### config.mk
export PLATFORM = sky130hd
export DESIGN_NAME = macc_sequencer
export DESIGN_NICKNAME = d
export VERILOG_FILES = /design/src/rtl/conv_pkg.sv /design/src/rtl/conv_addr_gen.sv /design/src/rtl/macc_sequencer.sv
export SDC_FILE = /design/constraint.sdc
export NUM_CORES = 1
export LEC_CHECK = 0
export BUFFER_PORTS_ARGS = -buffer_cell sky130_fd_sc_hd__buf_4
export CORE_MARGIN = 4
export CORE_UTILIZATION = 35
export CTS_CLUSTER_DIAMETER = 60
export DETAILED_ROUTE_END_ITERATION = 10
export GPL_TIMING_DRIVEN = 1
export MAX_ROUTING_LAYER = met4
export PLACE_DENSITY = 0.66
export SYNTH_ARGS = -nofsm -noshare
export SYNTH_HDL_FRONTEND = slang
export SYNTH_SLANG_ARGS = --single-unit
### constraint.sdc
create_clock -name clk -period 4.2 [get_ports clk]
set_clock_uncertainty 0.1 [all_clocks]
set_input_delay 0.21 -clock clk [delete_from_list [all_inputs] [get_ports clk]]
set_output_delay 0.21 -clock clk [all_outputs]
set_load 0.005 [all_outputs]
### src/rtl/conv_pkg.sv
// Shared geometry and state encoding for the convolution sequencer.
// One Macc engine sweeps a KxKxIMG_D kernel over an IMG_W x IMG_H image.
package conv_pkg;

    localparam int IMG_W  = 6;
    localparam int IMG_H  = 6;
    localparam int IMG_D  = 3;
    localparam int K      = 3;
    localparam int PIX_W  = 18;
    localparam int ACC_W  = 48;
    localparam int ADDR_W = 7;
    localparam int IDX_W  = 2;

    localparam int OUT_W = IMG_W - K + 1;
    localparam int OUT_H = IMG_H - K + 1;
    localparam int TAPS  = K * K * IMG_D;

    typedef enum logic [2:0] {
        IDLE,
        RUN,
        DRAIN,
        OUT,
        DONE
    } state_t;

endpackage

### src/rtl/conv_addr_gen.sv
// Kernel tap counters (fdep innermost, then fcol, then frow) and the
// image-memory address for the current output position.
module conv_addr_gen
    import conv_pkg::*;
#(
    parameter int IMG_W_P  = IMG_W,
    parameter int IMG_D_P  = IMG_D,
    parameter int K_P      = K,
    parameter int ADDR_W_P = ADDR_W
) (
    input  logic                clk,
    input  logic                clear,
    input  logic                step,
    input  logic [1:0]          orow,
    input  logic [1:0]          ocol,
    output logic [1:0]          frow,
    output logic [1:0]          fcol,
    output logic [1:0]          fdep,
    output logic                last_tap,
    output logic [ADDR_W_P-1:0] addr
);

    localparam logic [1:0] K_LAST = 2'(K_P - 1);
    localparam logic [1:0] D_LAST = 2'(IMG_D_P - 1);

    logic [ADDR_W_P-1:0] row_a;
    logic [ADDR_W_P-1:0] col_a;

    always_ff @(posedge clk) begin
        if (clear) begin
            frow <= '0;
            fcol <= '0;
            fdep <= '0;
        end else if (step) begin
            if (fdep == D_LAST) begin
                fdep <= '0;
                if (fcol == K_LAST) begin
                    fcol <= '0;
                    frow <= (frow == K_LAST) ? 2'd0 : frow + 2'd1;
                end else begin
                    fcol <= fcol + 2'd1;
                end
            end else begin
                fdep <= fdep + 2'd1;
            end
        end
    end

    assign last_tap = (frow == K_LAST) && (fcol == K_LAST)
                   && (fdep == D_LAST);

    assign row_a = ADDR_W_P'(orow) + ADDR_W_P'(frow);
    assign col_a = ADDR_W_P'(ocol) + ADDR_W_P'(fcol);
    assign addr  = (row_a * ADDR_W_P'(IMG_W_P) + col_a)
                 * ADDR_W_P'(IMG_D_P) + ADDR_W_P'(fdep);

endmodule

### src/rtl/macc_sequencer.sv
// Drives one Macc engine across the image and streams the finished
// activations out in raster order over a valid/ready handshake.
module macc_sequencer
    import conv_pkg::*;
#(
    parameter int IMG_W_P  = IMG_W,
    parameter int IMG_H_P  = IMG_H,
    parameter int IMG_D_P  = IMG_D,
    parameter int K_P      = K,
    parameter int PIX_W_P  = PIX_W,
    parameter int ACC_W_P  = ACC_W,
    parameter int ADDR_W_P = ADDR_W
) (
    input  logic                clk,
    input  logic                rst,
    input  logic                start,
    output logic                busy,
    output logic                done,
    output logic                mem_en,
    output logic [ADDR_W_P-1:0] mem_addr,
    input  logic [PIX_W_P-1:0]  mem_rdata,
    output logic                macc_rst,
    output logic [1:0]          frow,
    output logic [1:0]          fcol,
    output logic [1:0]          fdep,
    output logic [PIX_W_P-1:0]  macc_pixel,
    input  logic [ACC_W_P-1:0]  activation,
    output logic                out_valid,
    input  logic                out_ready,
    output logic [ACC_W_P-1:0]  out_data,
    output logic [1:0]          out_row,
    output logic [1:0]          out_col
);

    localparam logic [1:0] LAST_COL = 2'(IMG_W_P - K_P);
    localparam logic [1:0] LAST_ROW = 2'(IMG_H_P - K_P);

    state_t     state;
    state_t     state_nx;
    logic       drain_cnt;
    logic       mac_v;
    logic       last_tap;
    logic       last_out;
    logic       hs;
    logic [1:0] tap_row;
    logic [1:0] tap_col;
    logic [1:0] tap_dep;

    conv_addr_gen #(
        .IMG_W_P  (IMG_W_P),
        .IMG_D_P  (IMG_D_P),
        .K_P      (K_P),
        .ADDR_W_P (ADDR_W_P)
    ) u_addr (
        .clk      (clk),
        .clear    (rst || (state != RUN)),
        .step     (state == RUN),
        .orow     (out_row),
        .ocol     (out_col),
        .frow     (tap_row),
        .fcol     (tap_col),
        .fdep     (tap_dep),
        .last_tap (last_tap),
        .addr     (mem_addr)
    );

    assign hs       = (state == OUT) && out_ready;
    assign last_out = (out_row == LAST_ROW) && (out_col == LAST_COL);

    always_ff @(posedge clk) begin
        if (rst) state <= IDLE;
        else     state <= state_nx;
    end

    always_comb begin
        state_nx = state;
        unique case (state)
            IDLE:  if (start) state_nx = RUN;
            RUN:   if (last_tap) state_nx = DRAIN;
            DRAIN: if (drain_cnt) state_nx = OUT;
            OUT:   if (out_ready) state_nx = last_out ? DONE : RUN;
            DONE:  state_nx = IDLE;
            default: state_nx = IDLE;
        endcase
    end

    assign busy      = (state != IDLE);
    assign done      = (state == DONE);
    assign mem_en    = (state == RUN);
    assign out_valid = (state == OUT);

    // BRAM data arrives one cycle after mem_en, so indices follow it.
    always_ff @(posedge clk) begin
        if (rst) begin
            mac_v <= 1'b0;
            frow  <= '0;
            fcol  <= '0;
            fdep  <= '0;
        end else begin
            mac_v <= mem_en;
            frow  <= tap_row;
            fcol  <= tap_col;
            fdep  <= tap_dep;
        end
    end

    assign macc_rst   = ~mac_v;
    assign macc_pixel = mac_v ? mem_rdata : '0;

    always_ff @(posedge clk) begin
        if (rst) begin
            drain_cnt <= 1'b0;
            out_data  <= '0;
            out_row   <= '0;
            out_col   <= '0;
        end else begin
            drain_cnt <= (state == DRAIN) ? ~drain_cnt : 1'b0;
            if ((state == DRAIN) && drain_cnt)
                out_data <= activation;
            if (hs) begin
                if (out_col == LAST_COL) begin
                    out_col <= '0;
                    out_row <= last_out ? 2'd0 : out_row + 2'd1;
                end else begin
                    out_col <= out_col + 2'd1;
                end
            end
        end
    end

endmodule
==> key figures <==
Run status
  • Status: completed

Floorplanning
  • Starting Density: 0.3585
  • Core footprint: 8721 um2
  • Die Area: 10510 um2
  • Die height: 102.5 um
  • Row count: 34
  • DIE WIDTH: 102.5 um
  • # IOs: 158

Critical path
  • WP data arrival: 3.70 ns
  • Crit-path max cell delay: 0.59 ns
  • Setup crit end kind: primary output
  • CP max-delay cell: fa_2
  • Type of the worst setup path: reg -> out
  • Critical-path cell list: ha_1, inv_1, fa_2, inv_1, nand2_1, fa_2, nor2_2, xnor2_1, ha_1, ha_1, o21ai_0, o21bai_1, a21oi_1, xnor2_1, buf_4
  • Required @ worst endpoint: 3.89 ns
  • Worst path bufs/invs: 3
  • CP delay by family, top: adder cells
  • Crit Path Max Fanout: 5
  • Reg-to-reg slack, setup: 2.19 ns
  • Crit start category: flop
  • Most frequent CP cell: ha_1

Placed design
  • Post-DP HPWL: 5920 um
  • GP Congestion: 0.6961
  • Port Buffers: 157

Clock network
  • Clock-pin slew on the worst setup and hold paths: 0.08 ns
  • Clock Path Buffers: 2
  • Clock tree from TritonCTS: yes
  • H-tree depth: 3
  • Total clock sinks: 69
  • CTS Buf Count: 9
  • Clock latency on the worst-skew pair: 0.34 ns
  • Root buffer cell: clkbuf_8

Pwr
  • Comb pwr share: 0.087
  • Psw: 0.3058 mW
  • Sequential power share: 0.502
  • Power per cell area: 266.2 nW/um2
  • Internal power: 1.014 mW
  • Static leakage: 2.289 nW
  • Clock network power share: 0.411
  • Worst vdd ir: 0.0001548 V
  • Switching Fraction: 0.2317

STA
  • Hold slack: 0.01755 ns
  • Setup violators final: 0
  • Hold Vio Cnt, Final: 0
  • Period utilisation layout: 0.9552
  • Clock period minus worst slack: 4.012 ns
  • Max-slew violations: 0
  • Worst-Margin Slew: 0.6412 ns
  • Max-slew headroom: 0.5725
  • Max Clk Rate: 0.2493 GHz

Synthesis
  • Area of the mapped netlist: 3127 um2
  • Ys async rst share: 0
  • EDFF count, synth: 0
  • #FFs+latches synth: 69
  • Mean Syn Cell Area: 8.685 um2
  • Sequential area share after synthesis: 0.4418
  • Synth Flop Type: dfxtp_1
  • Post-synthesis cell type count: 38
  • Ys Warns: 0
  • Net Count, Synth: 453
  • Syn Inst Count: 360

Routing
  • DR pass1 iterations: 4
  • Via count: 3074
  • Post-route antenna net violation count: 0
  • # DRC: 0
  • Violation count after the first detailed-route iteration: 122
  • DR WL/cell: 13.24 um
  • Routed WL: 8779 um
  • Vias per cell: 4.637

Global route
  • First-pass GRT wire length: 13170 um
  • Largest net degree at the start of global routing: 64
  • Antenna violations before repair: 0
  • Grt ovf: 0
  • Gr usage total: 0.1622
  • Vias in the first global route: 2886

Cells and area
  • Fin nets: 642
  • Filler cells: 775
  • Layout cells sized above 1: 0.3412
  • Synthesis-to-finish area growth: 58.58%
  • Finished Core Util: 0.5686

Min path
  • Worst Hold Class: in -> reg

Flow run
  • Max-cap viol count: 0
## per-stage QoR
stage / power (mW) / instance area, um2 / TNS, ns / setup WS [ns] / instances
after global placement: 0.7617 / 4335 / 0 / 0.5237 / 606
after CTS: 1.341 / 4923 / 0 / 0.04124 / 661
after floorplan: 0.6965 / 3127 / 0 / 0.7715 / 360
final: 1.320 / 4959 / 0 / 0.1882 / 663
after global routing: 1.383 / 4956 / -0.06597 / -0.06597 / 662
after detailed placement: 0.7626 / 4335 / 0 / 0.4467 / 606
## flip-flops by register name, indices dropped and copies added, names as in the netlist
signal       flops
drain_cnt        1
fcol             2
fdep             2
frow             2
mac_v            1
out_col          2
out_data        48
out_row          2
state            3
u_addr.fcol      2
u_addr.fdep      2
u_addr.frow      2
## power by group through the flow
stage | combinational [mW] | clock (mW) | sequential [mW]
4_1_cts | 0.115 | 0.564 | 0.662
3_5_place_dp | 0.0852 | 0 | 0.677
5_1_grt | 0.124 | 0.596 | 0.663
6_report | 0.115 | 0.543 | 0.662
3_3_place_gp | 0.0845 | 0 | 0.677
2_1_floorplan | 0.0229 | 0 | 0.674
## placed cells by master (no fill, tap or decap), types with 2 or more instances in the layout
| cell type | n |
|---|---|
| nand2_1 | 102 |
| dfxtp_1 | 67 |
| buf_4 | 159 |
| nor3b_1 | 4 |
| dlygate4sd3_1 | 39 |
| inv_6 | 2 |
| clkinv_2 | 2 |
| mux2i_1 | 4 |
| fa_2 | 2 |
| dfxtp_2 | 2 |
| ha_1 | 17 |
| xnor2_2 | 2 |
| and2_1 | 19 |
| nor2b_1 | 6 |
| a21oi_1 | 56 |
| nor2_1 | 9 |
| clkbuf_8 | 9 |
| or3_1 | 3 |
| a21o_1 | 2 |
| nor3_1 | 6 |
| xnor2_1 | 8 |
| fa_1 | 4 |
| inv_1 | 7 |
## area by class of cell
| cell class | count | area (um2) | area share |
|---|---|---|---|
| Antenna cell | 1 | 2.502 | 0.0005047 |
| Clock buffer | 9 | 123.9 | 0.02498 |
| Clock inverter | 7 | 73.82 | 0.01489 |
| Inverter | 7 | 26.28 | 0.005299 |
| Multi-Input combinational cell | 264 | 1629 | 0.3285 |
| Sequential cell | 69 | 1384 | 0.2791 |
| Tap cell | 108 | 135.1 | 0.02725 |
| Timing Repair Buffer | 198 | 1584 | 0.3195 |
## worst paths after layout
check,startpoint,end,cells past startpoint
max reg2reg,state[1],out_data[24],5
min,activation[4],out_data[4],3
max,out_row[0],mem_addr[6],15
min reg2reg,out_data[10],out_data[10],2
## synth_stat cells, types with 2 or more instances
cell | count | area [um2]
mux2i_1 | 4 | 40.04
fa_1 | 6 | 120.1
nand2_1 | 102 | 382.9
inv_1 | 7 | 26.28
clkbuf_1 | 8 | 30.03
buf_6 | 3 | 33.78
nor2_1 | 10 | 37.54
buf_4 | 4 | 30.03
or3_1 | 3 | 18.77
dfxtp_1 | 69 | 1381
and2_1 | 19 | 118.9
ha_1 | 17 | 212.7
nor3_1 | 6 | 30.03
nor3b_1 | 4 | 30.03
xnor2_1 | 10 | 87.58
nor2b_1 | 6 | 37.54
a21o_1 | 2 | 15.01
a21oi_1 | 56 | 280.3
buf_2 | 5 | 25.02
## layer usage
metal  wire length [um]  global-route usage  vias to the layer above
met5                  0                   -                        -
met3                530             0.04533                       20
met2               4400              0.2612                      100
met1               3613              0.1834                     1393
met4                235             0.08476                        0
li1                   -                   -                     1561
## worst min-delay path, stage by stage
cell and delay, ns:
buf_4 0.11, nand2_1 0.05, a21oi_1 0.05
## logic make-up (layout without fill, tap and decap cells)
logic type,Yosys count,after routing,share of synthesized area
simple gates,161,161,0.2497
flops,69,69,0.4418
compound gates,64,64,0.1084
buf+inv,27,221,0.04642
fa+ha+maj,23,23,0.1064
xor+xnor,11,11,0.03081
mux,5,5,0.01641
other cells,0,1,0
## what timing repair did
| action | 4_1_cts | 5_1_grt |
|---|---|---|
| endpoints found under the setup margin | 0 | 3 |
| buffers inserted | 0 | 1 |
| hold buffers | 39 | 0 |
| gates resized for setup | 0 | 7 |
| hold endpoints to repair | 39 | 0 |
Note: power is estimated with default switching activity, not from simulation.
